<file path="src/rtl/corescore_stream_arbiter.sv">
// Packet-level round-robin arbiter: N AXI-stream byte sources share one sink, and the grant is held from a packet's first beat to its tlast.
// Optional idle-timeout release is enabled by defining CORESCORE_ARB_TIMEOUT_EN.
module corescore_stream_arbiter #(
    parameter int N       = 4,
    parameter int W       = 8,
    parameter int TIMEOUT = 255
) (
    input  logic           i_clk,
    input  logic           i_rst_n,
    input  logic [N*W-1:0] i_tdata,
    input  logic [N-1:0]   i_tlast,
    input  logic [N-1:0]   i_tvalid,
    output logic [N-1:0]   o_tready,
    output logic [W-1:0]   o_tdata,
    output logic           o_tlast,
    output logic           o_tvalid,
    input  logic           i_tready,
    output logic [N-1:0]   o_grant,
    output logic           o_timeout
);

    localparam int PW = (N > 1) ? $clog2(N) : 1;

    typedef enum logic {
        IDLE,
        LOCK
    } state_t;

    state_t        state;
    logic [PW-1:0] ptr;
    logic [PW-1:0] gidx;
    logic [PW-1:0] sel;
    logic          lock;
    logic          pkt_end;
    logic          release_now;

    if (N < 2 || W < 1 || TIMEOUT < 1) begin : g_bad_cfg
        $error("corescore_stream_arbiter: need N>=2, W>=1, TIMEOUT>=1");
    end

    // Round-robin pick: walking the distance downward means the nearest
    // requester after ptr is the one that is written last and therefore wins.
    always_comb begin
        // NOTE: a default on every path keeps always_comb from inferring a latch.
        sel = ptr;
        for (int i = N; i >= 1; i--) begin
            if (i_tvalid[(int'(ptr) + i) % N]) begin
                sel = PW'((int'(ptr) + i) % N);
            end
        end
    end

    assign lock     = (state == LOCK);
    assign o_tdata  = i_tdata[int'(gidx)*W +: W];
    assign o_tlast  = lock & i_tlast[gidx];
    assign o_tvalid = lock & i_tvalid[gidx];
    assign o_tready = {N{lock & i_tready}} & o_grant;
    assign pkt_end  = o_tvalid & i_tready & i_tlast[gidx];

`ifdef CORESCORE_ARB_TIMEOUT_EN
    localparam int CW = $clog2(TIMEOUT + 1);

    logic [CW-1:0] idle_cnt;
    logic          timeout_hit;
    logic          timeout_q;

    assign timeout_hit = lock & ~i_tvalid[gidx] & (idle_cnt == CW'(TIMEOUT));
    assign release_now = pkt_end | timeout_hit;
    assign o_timeout   = timeout_q;
`else
    assign release_now = pkt_end;
    assign o_timeout   = 1'b0;
`endif

    // NOTE: sequential state is written only with non-blocking assignments.
    always_ff @(posedge i_clk) begin
        if (!i_rst_n) begin
            state   <= IDLE;
            o_grant <= '0;
            ptr     <= PW'(N - 1);
            gidx    <= '0;
`ifdef CORESCORE_ARB_TIMEOUT_EN
            idle_cnt  <= '0;
            timeout_q <= 1'b0;
`endif
        end else begin
            case (state)
                IDLE: begin
                    if (|i_tvalid) begin
                        o_grant <= {{(N-1){1'b0}}, 1'b1} << sel;
                        gidx    <= sel;
                        state   <= LOCK;
                    end
                end
                LOCK: begin
                    if (release_now) begin
                        o_grant <= '0;
                        ptr     <= gidx;
                        state   <= IDLE;
                    end
                end
                default: begin
                    o_grant <= '0;
                    state   <= IDLE;
                end
            endcase
`ifdef CORESCORE_ARB_TIMEOUT_EN
            timeout_q <= timeout_hit;
            // Counts consecutive cycles the owner has nothing to offer.
            if (!lock || i_tvalid[gidx] || release_now) begin
                idle_cnt <= '0;
            end else begin
                idle_cnt <= idle_cnt + 1'b1;
            end
`endif
        end
    end

endmodule

</file>
<file path="config.mk">
export PLATFORM = sky130hd
export DESIGN_NAME = corescore_stream_arbiter
export DESIGN_NICKNAME = d
export VERILOG_FILES = /design/src/rtl/corescore_stream_arbiter.sv
export SDC_FILE = /design/constraint.sdc
export NUM_CORES = 1
export LEC_CHECK = 0
export BUFFER_PORTS_ARGS = -buffer_cell sky130_fd_sc_hd__clkbuf_2
export CAP_MARGIN = 20
export CORE_ASPECT_RATIO = 0.75
export CORE_UTILIZATION = 37
export CTS_CLUSTER_SIZE = 14
export DETAILED_ROUTE_END_ITERATION = 7
export PLACE_DENSITY_LB_ADDON = 0.2
export REMOVE_ABC_BUFFERS = 1
export SLEW_MARGIN = 10
export SYNTH_ARGS = -nofsm -noshare
export SYNTH_HDL_FRONTEND = slang
export SYNTH_SLANG_ARGS = --single-unit
</file>
<file path="constraint.sdc">
create_clock -name i_clk -period 1.8 [get_ports i_clk]
set_input_delay 0.18 -clock i_clk [delete_from_list [all_inputs] [get_ports i_clk]]
set_output_delay 0.18 -clock i_clk [all_outputs]
set_load 0.01 [all_outputs]
</file>
==> flow_results.xml, run 1 <==
<?xml version="1.0" encoding="UTF-8"?>
<metrics>
  <group name="synth">
    <metric name="synth_top_area_share" unit="%">27.98</metric>
    <metric name="synth_area_leaders" unit="">sky130_fd_sc_hd__mux4_2 (28%), sky130_fd_sc_hd__dfxtp_1 (25%), sky130_fd_sc_hd__mux2i_1 (4.1%), sky130_fd_sc_hd__nand2_1 (4.1%), sky130_fd_sc_hd__mux4_1 (3.6%)</metric>
    <metric name="yosysWarnings" unit="">0</metric>
    <metric name="ys_types" unit="">29</metric>
    <metric name="postSynthRegisterBits" unit="">9</metric>
    <metric name="synthesis.area_per_instance" unit="sq um">10.20</metric>
    <metric name="synth_area" unit="sq um">724.4</metric>
    <metric name="count_of_flip_flops_with_a_built_in_enable_after_synthesis" unit="">0</metric>
    <metric name="seq_area_frac_synth" unit="%">24.87</metric>
    <metric name="netlist_instances" unit="">71</metric>
    <metric name="yosys.area.top_type" unit="">sky130_fd_sc_hd__mux4_2</metric>
    <metric name="synthFlopType" unit="">sky130_fd_sc_hd__dfxtp_1</metric>
    <metric name="synth_common_cells" unit="">sky130_fd_sc_hd__dfxtp_1 (9), sky130_fd_sc_hd__mux4_2 (9), sky130_fd_sc_hd__nand2_1 (8)</metric>
    <metric name="synthArstFlopShare" unit="%">0</metric>
  </group>
  <group name="clock_tree">
    <metric name="cts_root_buf" unit="">sky130_fd_sc_hd__clkbuf_4</metric>
    <metric name="cts_setup_buffers" unit="">0</metric>
    <metric name="clk_pin_slew_worst_paths" unit="ns">0.06</metric>
    <metric name="cts_tree" unit="">built</metric>
    <metric name="inserted_clock_buffers" unit="">3</metric>
    <metric name="clock_latency" unit="ns">0.26</metric>
    <metric name="cts_hold_buf" unit="">0</metric>
    <metric name="cts_resized" unit="">0</metric>
    <metric name="clock_path_buffers" unit="">2</metric>
    <metric name="total_number_of_clock_tree_sinks" unit="">9</metric>
    <metric name="ctsHtreeMaxLevel" unit="">1</metric>
  </group>
  <group name="setup_path">
    <metric name="worst-endpoint-arrival" unit="ns">1.50</metric>
    <metric name="ff2ff_setup_slack" unit="ns">0.28</metric>
    <metric name="required" unit="ns">1.62</metric>
    <metric name="critPathKind" unit="">register to output port</metric>
    <metric name="worstSetupEndpointType" unit="">output port</metric>
    <metric name="timing.critical_path.from_type" unit="">register</metric>
    <metric name="worst_r2r_path_depth" unit="">4</metric>
    <metric name="cp_max_fo" unit="">11</metric>
  </group>
  <group name="final_layout">
    <metric name="area_of_all_placed_cells_without_fillers" unit="sq um">1077</metric>
    <metric name="syn2layout_area_growth" unit="%">48.70</metric>
    <metric name="fin_util" unit="%">60.21</metric>
    <metric name="final_layout_size_suffix_gt1_share" unit="%">58.65</metric>
    <metric name="finish.net_count" unit="">177</metric>
    <metric name="antenna_cells" unit="">0</metric>
    <metric name="instances_no_fill" unit="">155</metric>
  </group>
  <group name="sta">
    <metric name="layout_worst_path_cycle_share" unit="%">93.34</metric>
    <metric name="tightestPinTransition" unit="ns">0.5001</metric>
    <metric name="period_minus_slack" unit="ns">1.680</metric>
    <metric name="timing_hold_violations_final" unit="">0</metric>
    <metric name="max_freq" unit="MHz">595.2</metric>
    <metric name="timing.setup.tns" unit="ns">0</metric>
    <metric name="final_setup_viols" unit="">0</metric>
    <metric name="maxSlewHeadroom" unit="%">66.53</metric>
    <metric name="final.hold.worst_slack" unit="ns">0.2097</metric>
    <metric name="drv_slew" unit="">0</metric>
    <metric name="skew" unit="ns">0.003854</metric>
    <metric name="grt_setup_unrepaired" unit="">no</metric>
    <metric name="setup_ws" unit="ns">0.1199</metric>
  </group>
  <group name="min_path">
    <metric name="worstHoldPathType" unit="">primary input to register</metric>
    <metric name="hold_depth" unit="">2</metric>
  </group>
  <group name="global_routing">
    <metric name="pin_count_of_the_biggest_net_entering_global_routing" unit="">13</metric>
    <metric name="number_of_antenna_violations_at_the_first_check_in_global_routing" unit="">0</metric>
    <metric name="first_global_vias" unit="">646</metric>
    <metric name="grt-ovfl-total" unit="">0</metric>
    <metric name="grt_usage" unit="%">19.83</metric>
    <metric name="grt_first_pass_wirelength" unit="microns">2918</metric>
  </group>
  <group name="routing">
    <metric name="first_pass_iters" unit="">4</metric>
    <metric name="detailroute.via_count" unit="">838</metric>
    <metric name="ant_nets" unit="">0</metric>
    <metric name="route.detailed.vias_per_inst" unit="">5.406</metric>
    <metric name="wirelength" unit="microns">2047</metric>
    <metric name="initialDrtViolationCount" unit="">22</metric>
    <metric name="drcViolationCount" unit="">0</metric>
    <metric name="avgRoutedWirePerCell" unit="microns">13.21</metric>
  </group>
  <group name="status">
    <metric name="outcome" unit="">complete, no violations</metric>
  </group>
  <group name="die">
    <metric name="pin_count" unit="">62</metric>
    <metric name="die_area" unit="sq um">2141</metric>
    <metric name="floorplan.rows" unit="">13</metric>
    <metric name="core-area" unit="sq um">1789</metric>
    <metric name="effective_utilization_at_floorplan" unit="%">40.49</metric>
    <metric name="floorplan.die.width" unit="microns">53.10</metric>
    <metric name="die_h" unit="microns">40.32</metric>
  </group>
  <group name="place">
    <metric name="dp_slack" unit="ns">0.2916</metric>
    <metric name="portBuffers" unit="">60</metric>
    <metric name="gp_congestion" unit="">0.7425</metric>
    <metric name="placed_cell_area" unit="sq um">1051</metric>
    <metric name="place.detailed.instances" unit="">151</metric>
  </group>
  <group name="power">
    <metric name="power-per-cell-area" unit="nW/um^2">663.8</metric>
    <metric name="post-layout-total-power" unit="mW">0.7151</metric>
    <metric name="worst_ir_drop_vdd" unit="V">0.0004935</metric>
    <metric name="power.leakage" unit="nW">0.5496</metric>
  </group>
  <group name="job">
    <metric name="max_cap_viol_count" unit="">0</metric>
  </group>
</metrics>
## critical path, stage by stage, from the launching register on
cell and delay [ns]:
sky130_fd_sc_hd__dfxtp_1 0.35, sky130_fd_sc_hd__buf_4 0.23, sky130_fd_sc_hd__mux4_2 0.52, sky130_fd_sc_hd__clkbuf_2 0.14
## metal layers
layer / wire, microns / vias up / share of wire [%] / track usage (%)
met2: 995 / 36 / 49 / 31.01
met3: 173 / 2 / 8.5 / 6.818
li1: - / 404 / - / -
met1: 868 / 396 / 42 / 26.02
met5: 0 / - / 0 / 0
met4: 9 / 0 / 0.44 / 5.921
## placed cells by master (no fill, tap or decap)
master and instances:
sky130_fd_sc_hd__and2_1 2, sky130_fd_sc_hd__nor3b_1 1, sky130_fd_sc_hd__buf_4 5, sky130_fd_sc_hd__a21boi_1 1
sky130_fd_sc_hd__o21ai_0 2, sky130_fd_sc_hd__a41o_1 2, sky130_fd_sc_hd__nand2_1 8, sky130_fd_sc_hd__a21oi_1 2
sky130_fd_sc_hd__mux2i_1 3, sky130_fd_sc_hd__mux4_2 9, sky130_fd_sc_hd__a21o_1 1, sky130_fd_sc_hd__a31oi_1 1
sky130_fd_sc_hd__inv_1 1, sky130_fd_sc_hd__nor3_1 4, sky130_fd_sc_hd__clkbuf_2 60, sky130_fd_sc_hd__mux4_1 1
sky130_fd_sc_hd__and4_4 1, sky130_fd_sc_hd__nor2_1 2, sky130_fd_sc_hd__conb_1 1, sky130_fd_sc_hd__nand3b_1 1
sky130_fd_sc_hd__nand2b_1 2, sky130_fd_sc_hd__nor4_1 1, sky130_fd_sc_hd__o21ai_1 1, sky130_fd_sc_hd__clkbuf_4 3
sky130_fd_sc_hd__o32ai_1 2, sky130_fd_sc_hd__dfxtp_1 9, sky130_fd_sc_hd__o211ai_1 2, sky130_fd_sc_hd__and3_1 4
sky130_fd_sc_hd__clkbuf_1 1
## final cells by class
| type | count | area (sq um) |
|---|---|---|
| inverters | 1 | 3.754 |
| flip-flops and latches | 9 | 180.2 |
| fillers | 168 | 711.9 |
| repair buffers | 65 | 337.8 |
| well taps | 22 | 27.53 |
| clock buffers | 4 | 26.28 |
| multi-input cells | 54 | 501.7 |
## report_power, final
part	total, mW	internal (mW)	switching, mW
logic	0.312	0.171	0.142
clock network	0.155	0.0854	0.0701
registers	0.247	0.221	0.0263
## registers in the layout (all words and copies together) (netlist names)
name	cells
lock	1
o_grant	4
ptr	2
gidx	2
## worst paths after layout
path              startpoint         end
setup / recovery     gidx[0]  o_tdata[0]
hold reg to reg   o_grant[3]  o_grant[3]
setup reg to reg     gidx[1]  o_grant[0]
hold / removal       i_rst_n      ptr[1]
## logic make-up after synthesis
logic type      synth area share [%]
other cells                   0.5176
flops                          24.87
simple gates                   19.34
buf+inv                        5.871
mux                            35.75
compound gates                 13.64
Power figures use the tool's default switching activity.
==> run 2, diff against run 1 <==
- CORE_UTILIZATION: 37 -> 40
- clock period: 1.8 -> 2.1 ns (I/O delays scaled with it)
==> flow_results.xml, run 2 (same netlist as run 1, synthesis figures left out) <==
<?xml version="1.0" encoding="UTF-8"?>
<metrics>
  <group name="final_layout">
    <metric name="largestRegisters" unit="">o_grant: 4 flops, gidx: 2 flops, ptr: 2 flops</metric>
    <metric name="ff_latch_area" unit="sq um">180.2</metric>
    <metric name="instances_no_fill" unit="">152</metric>
    <metric name="largest-register" unit="">o_grant</metric>
    <metric name="multi_input_comb_area" unit="sq um">501.7</metric>
    <metric name="nFillCells" unit="">141</metric>
    <metric name="mostFrequentLayoutCells" unit="">sky130_fd_sc_hd__clkbuf_2 (60), sky130_fd_sc_hd__mux4_2 (9), sky130_fd_sc_hd__dfxtp_1 (9)</metric>
    <metric name="final_layout_size_suffix_gt1_share" unit="%">58.02</metric>
    <metric name="area_of_all_placed_cells_without_fillers" unit="sq um">1061</metric>
    <metric name="antenna_cells" unit="">0</metric>
    <metric name="layout.cells.most_common" unit="">sky130_fd_sc_hd__clkbuf_2</metric>
    <metric name="number_of_flip_flops_under_the_largest_register_name" unit="">4</metric>
    <metric name="syn2layout_area_growth" unit="%">46.46</metric>
    <metric name="finish.net_count" unit="">175</metric>
  </group>
  <group name="routing">
    <metric name="avgRoutedWirePerCell" unit="microns">12.61</metric>
    <metric name="ant_nets" unit="">0</metric>
    <metric name="route.detailed.vias_per_inst" unit="">5.263</metric>
    <metric name="first_pass_iters" unit="">2</metric>
    <metric name="wirelength" unit="microns">1916</metric>
    <metric name="drcViolationCount" unit="">0</metric>
    <metric name="initialDrtViolationCount" unit="">11</metric>
    <metric name="detailroute.via_count" unit="">800</metric>
  </group>
  <group name="sta">
    <metric name="final_setup_viols" unit="">0</metric>
    <metric name="tightestPinTransition" unit="ns">0.5954</metric>
    <metric name="layout_worst_path_cycle_share" unit="%">84.43</metric>
    <metric name="max_freq" unit="MHz">564.0</metric>
    <metric name="period_minus_slack" unit="ns">1.773</metric>
    <metric name="timing.setup.tns" unit="ns">0</metric>
    <metric name="timing_hold_violations_final" unit="">0</metric>
    <metric name="drv_slew" unit="">0</metric>
    <metric name="maxSlewHeadroom" unit="%">60.00</metric>
    <metric name="grt_setup_unrepaired" unit="">no</metric>
    <metric name="skew" unit="ns">0.005093</metric>
  </group>
  <group name="place">
    <metric name="placed_cell_area" unit="sq um">1035</metric>
    <metric name="gp_congestion" unit="">0.7134</metric>
    <metric name="portBuffers" unit="">60</metric>
    <metric name="post-dp-hpwl" unit="microns">1629</metric>
    <metric name="place.detailed.instances" unit="">148</metric>
  </group>
  <group name="global_routing">
    <metric name="number_of_antenna_violations_at_the_first_check_in_global_routing" unit="">0</metric>
    <metric name="pin_count_of_the_biggest_net_entering_global_routing" unit="">13</metric>
    <metric name="grt_usage" unit="%">20.45</metric>
    <metric name="grt-ovfl-total" unit="">0</metric>
    <metric name="grt_first_pass_wirelength" unit="microns">2925</metric>
    <metric name="first_global_vias" unit="">689</metric>
  </group>
  <group name="die">
    <metric name="die_h" unit="microns">38.86</metric>
    <metric name="core-area" unit="sq um">1592</metric>
    <metric name="floorplan.die.width" unit="microns">51.14</metric>
    <metric name="effective_utilization_at_floorplan" unit="%">45.52</metric>
    <metric name="pin_count" unit="">62</metric>
    <metric name="die_area" unit="sq um">1987</metric>
    <metric name="floorplan.rows" unit="">12</metric>
  </group>
  <group name="clock_tree">
    <metric name="clock_latency" unit="ns">0.26</metric>
    <metric name="clk_pin_slew_worst_paths" unit="ns">0.06</metric>
    <metric name="cts_root_buf" unit="">sky130_fd_sc_hd__clkbuf_4</metric>
    <metric name="cts_resized" unit="">0</metric>
    <metric name="cts_setup_buffers" unit="">0</metric>
    <metric name="ctsHtreeMaxLevel" unit="">1</metric>
    <metric name="clock_path_buffers" unit="">2</metric>
    <metric name="inserted_clock_buffers" unit="">3</metric>
    <metric name="cts_tree" unit="">built</metric>
    <metric name="total_number_of_clock_tree_sinks" unit="">9</metric>
    <metric name="cts_hold_buf" unit="">0</metric>
  </group>
  <group name="setup_path">
    <metric name="critPathKind" unit="">register to output port</metric>
    <metric name="crit_path_top_delay_cell" unit="">sky130_fd_sc_hd__mux4_2</metric>
    <metric name="worst-endpoint-arrival" unit="ns">1.56</metric>
    <metric name="cp_max_fo" unit="">8</metric>
    <metric name="timing.critical_path.slowest_cell_delay" unit="ns">0.52</metric>
    <metric name="timing.critical_path.from_type" unit="">register</metric>
    <metric name="worstSetupEndpointType" unit="">output port</metric>
    <metric name="required" unit="ns">1.89</metric>
    <metric name="critical_path.cell_chain" unit="">buf_4 &gt; mux4_2 &gt; clkbuf_2</metric>
  </group>
  <group name="status">
    <metric name="outcome" unit="">complete, no violations</metric>
  </group>
  <group name="job">
    <metric name="max_cap_viol_count" unit="">0</metric>
  </group>
  <group name="power">
    <metric name="worst_ir_drop_vdd" unit="V">0.0004150</metric>
    <metric name="power.leakage" unit="nW">0.5399</metric>
    <metric name="power-per-cell-area" unit="nW/um^2">568.0</metric>
  </group>
  <group name="min_path">
    <metric name="worstHoldPathType" unit="">primary input to register</metric>
  </group>
</metrics>
==> run 2: cell types whose count changed in the layout (fill, tap and decap cells not counted) <==
cell                    delta
sky130_fd_sc_hd__buf_4     -2
==> run 2: path summary, 6_finish.rpt <==
kind / from / endpoint / slack, ns / cells after the start
max: gidx[0] / o_tdata[0] / 0.33 / 3
min: i_rst_n / ptr[0] / 0.25 / 2
max reg2reg: gidx[1] / o_grant[0] / 0.54 / 4
min reg2reg: o_grant[3] / o_grant[3] / 0.53 / 2
==> run 2: power breakdown <==
part	leakage, nW	internal [mW]	switching (mW)	total [mW]
combinational	0.451	0.141	0.116	0.257
sequential	0.0739	0.189	0.0236	0.213
clock	0.0150	0.0732	0.0598	0.133
==> run 2: layout make-up <==
type / instances / share of cell area, %
clock buffer: 4 / 2.476
inverter: 1 / 0.3538
multi-input combinational: 54 / 47.29
sequential: 9 / 16.98
tap: 21 / 2.476
timing repair buffer: 63 / 30.42
==> run 2: stage by stage <==
stage / setup WS (ns) / hold slack (ns) / utilization, % / power [mW]
after global placement: 0.6181 / 0.5007 / 65.02 / 0.4682
final: 0.3269 / 0.2478 / 66.67 / 0.6027
after CTS: 0.3043 / 0.2419 / 66.67 / 0.6101
after global routing: 0.2346 / 0.2475 / 66.67 / 0.6484
after detailed placement: 0.5505 / 0.5199 / 65.02 / 0.4757
after floorplan: 0.3395 / 0.2719 / - / 0.3622
==> run 2: worst max-delay path, delay by kind of cell (launching register included) <==
kind | cells | cell delay [ns]
flip-flops | 1 | 0.41
multiplexers | 1 | 0.52
buffers and inverters | 2 | 0.37
==> run 2: layer usage <==
| layer | wire [microns] | vias up | GRT usage [%] | part of all wire, % |
|---|---|---|---|---|
| met5 | 0 | - | 0 | 0 |
| met4 | 10 | 0 | 6.250 | 0.52 |
| met3 | 108 | 3 | 5.882 | 5.6 |
| met2 | 948 | 24 | 32.89 | 49 |
| met1 | 848 | 374 | 26.68 | 44 |
| li1 | - | 399 | - | - |
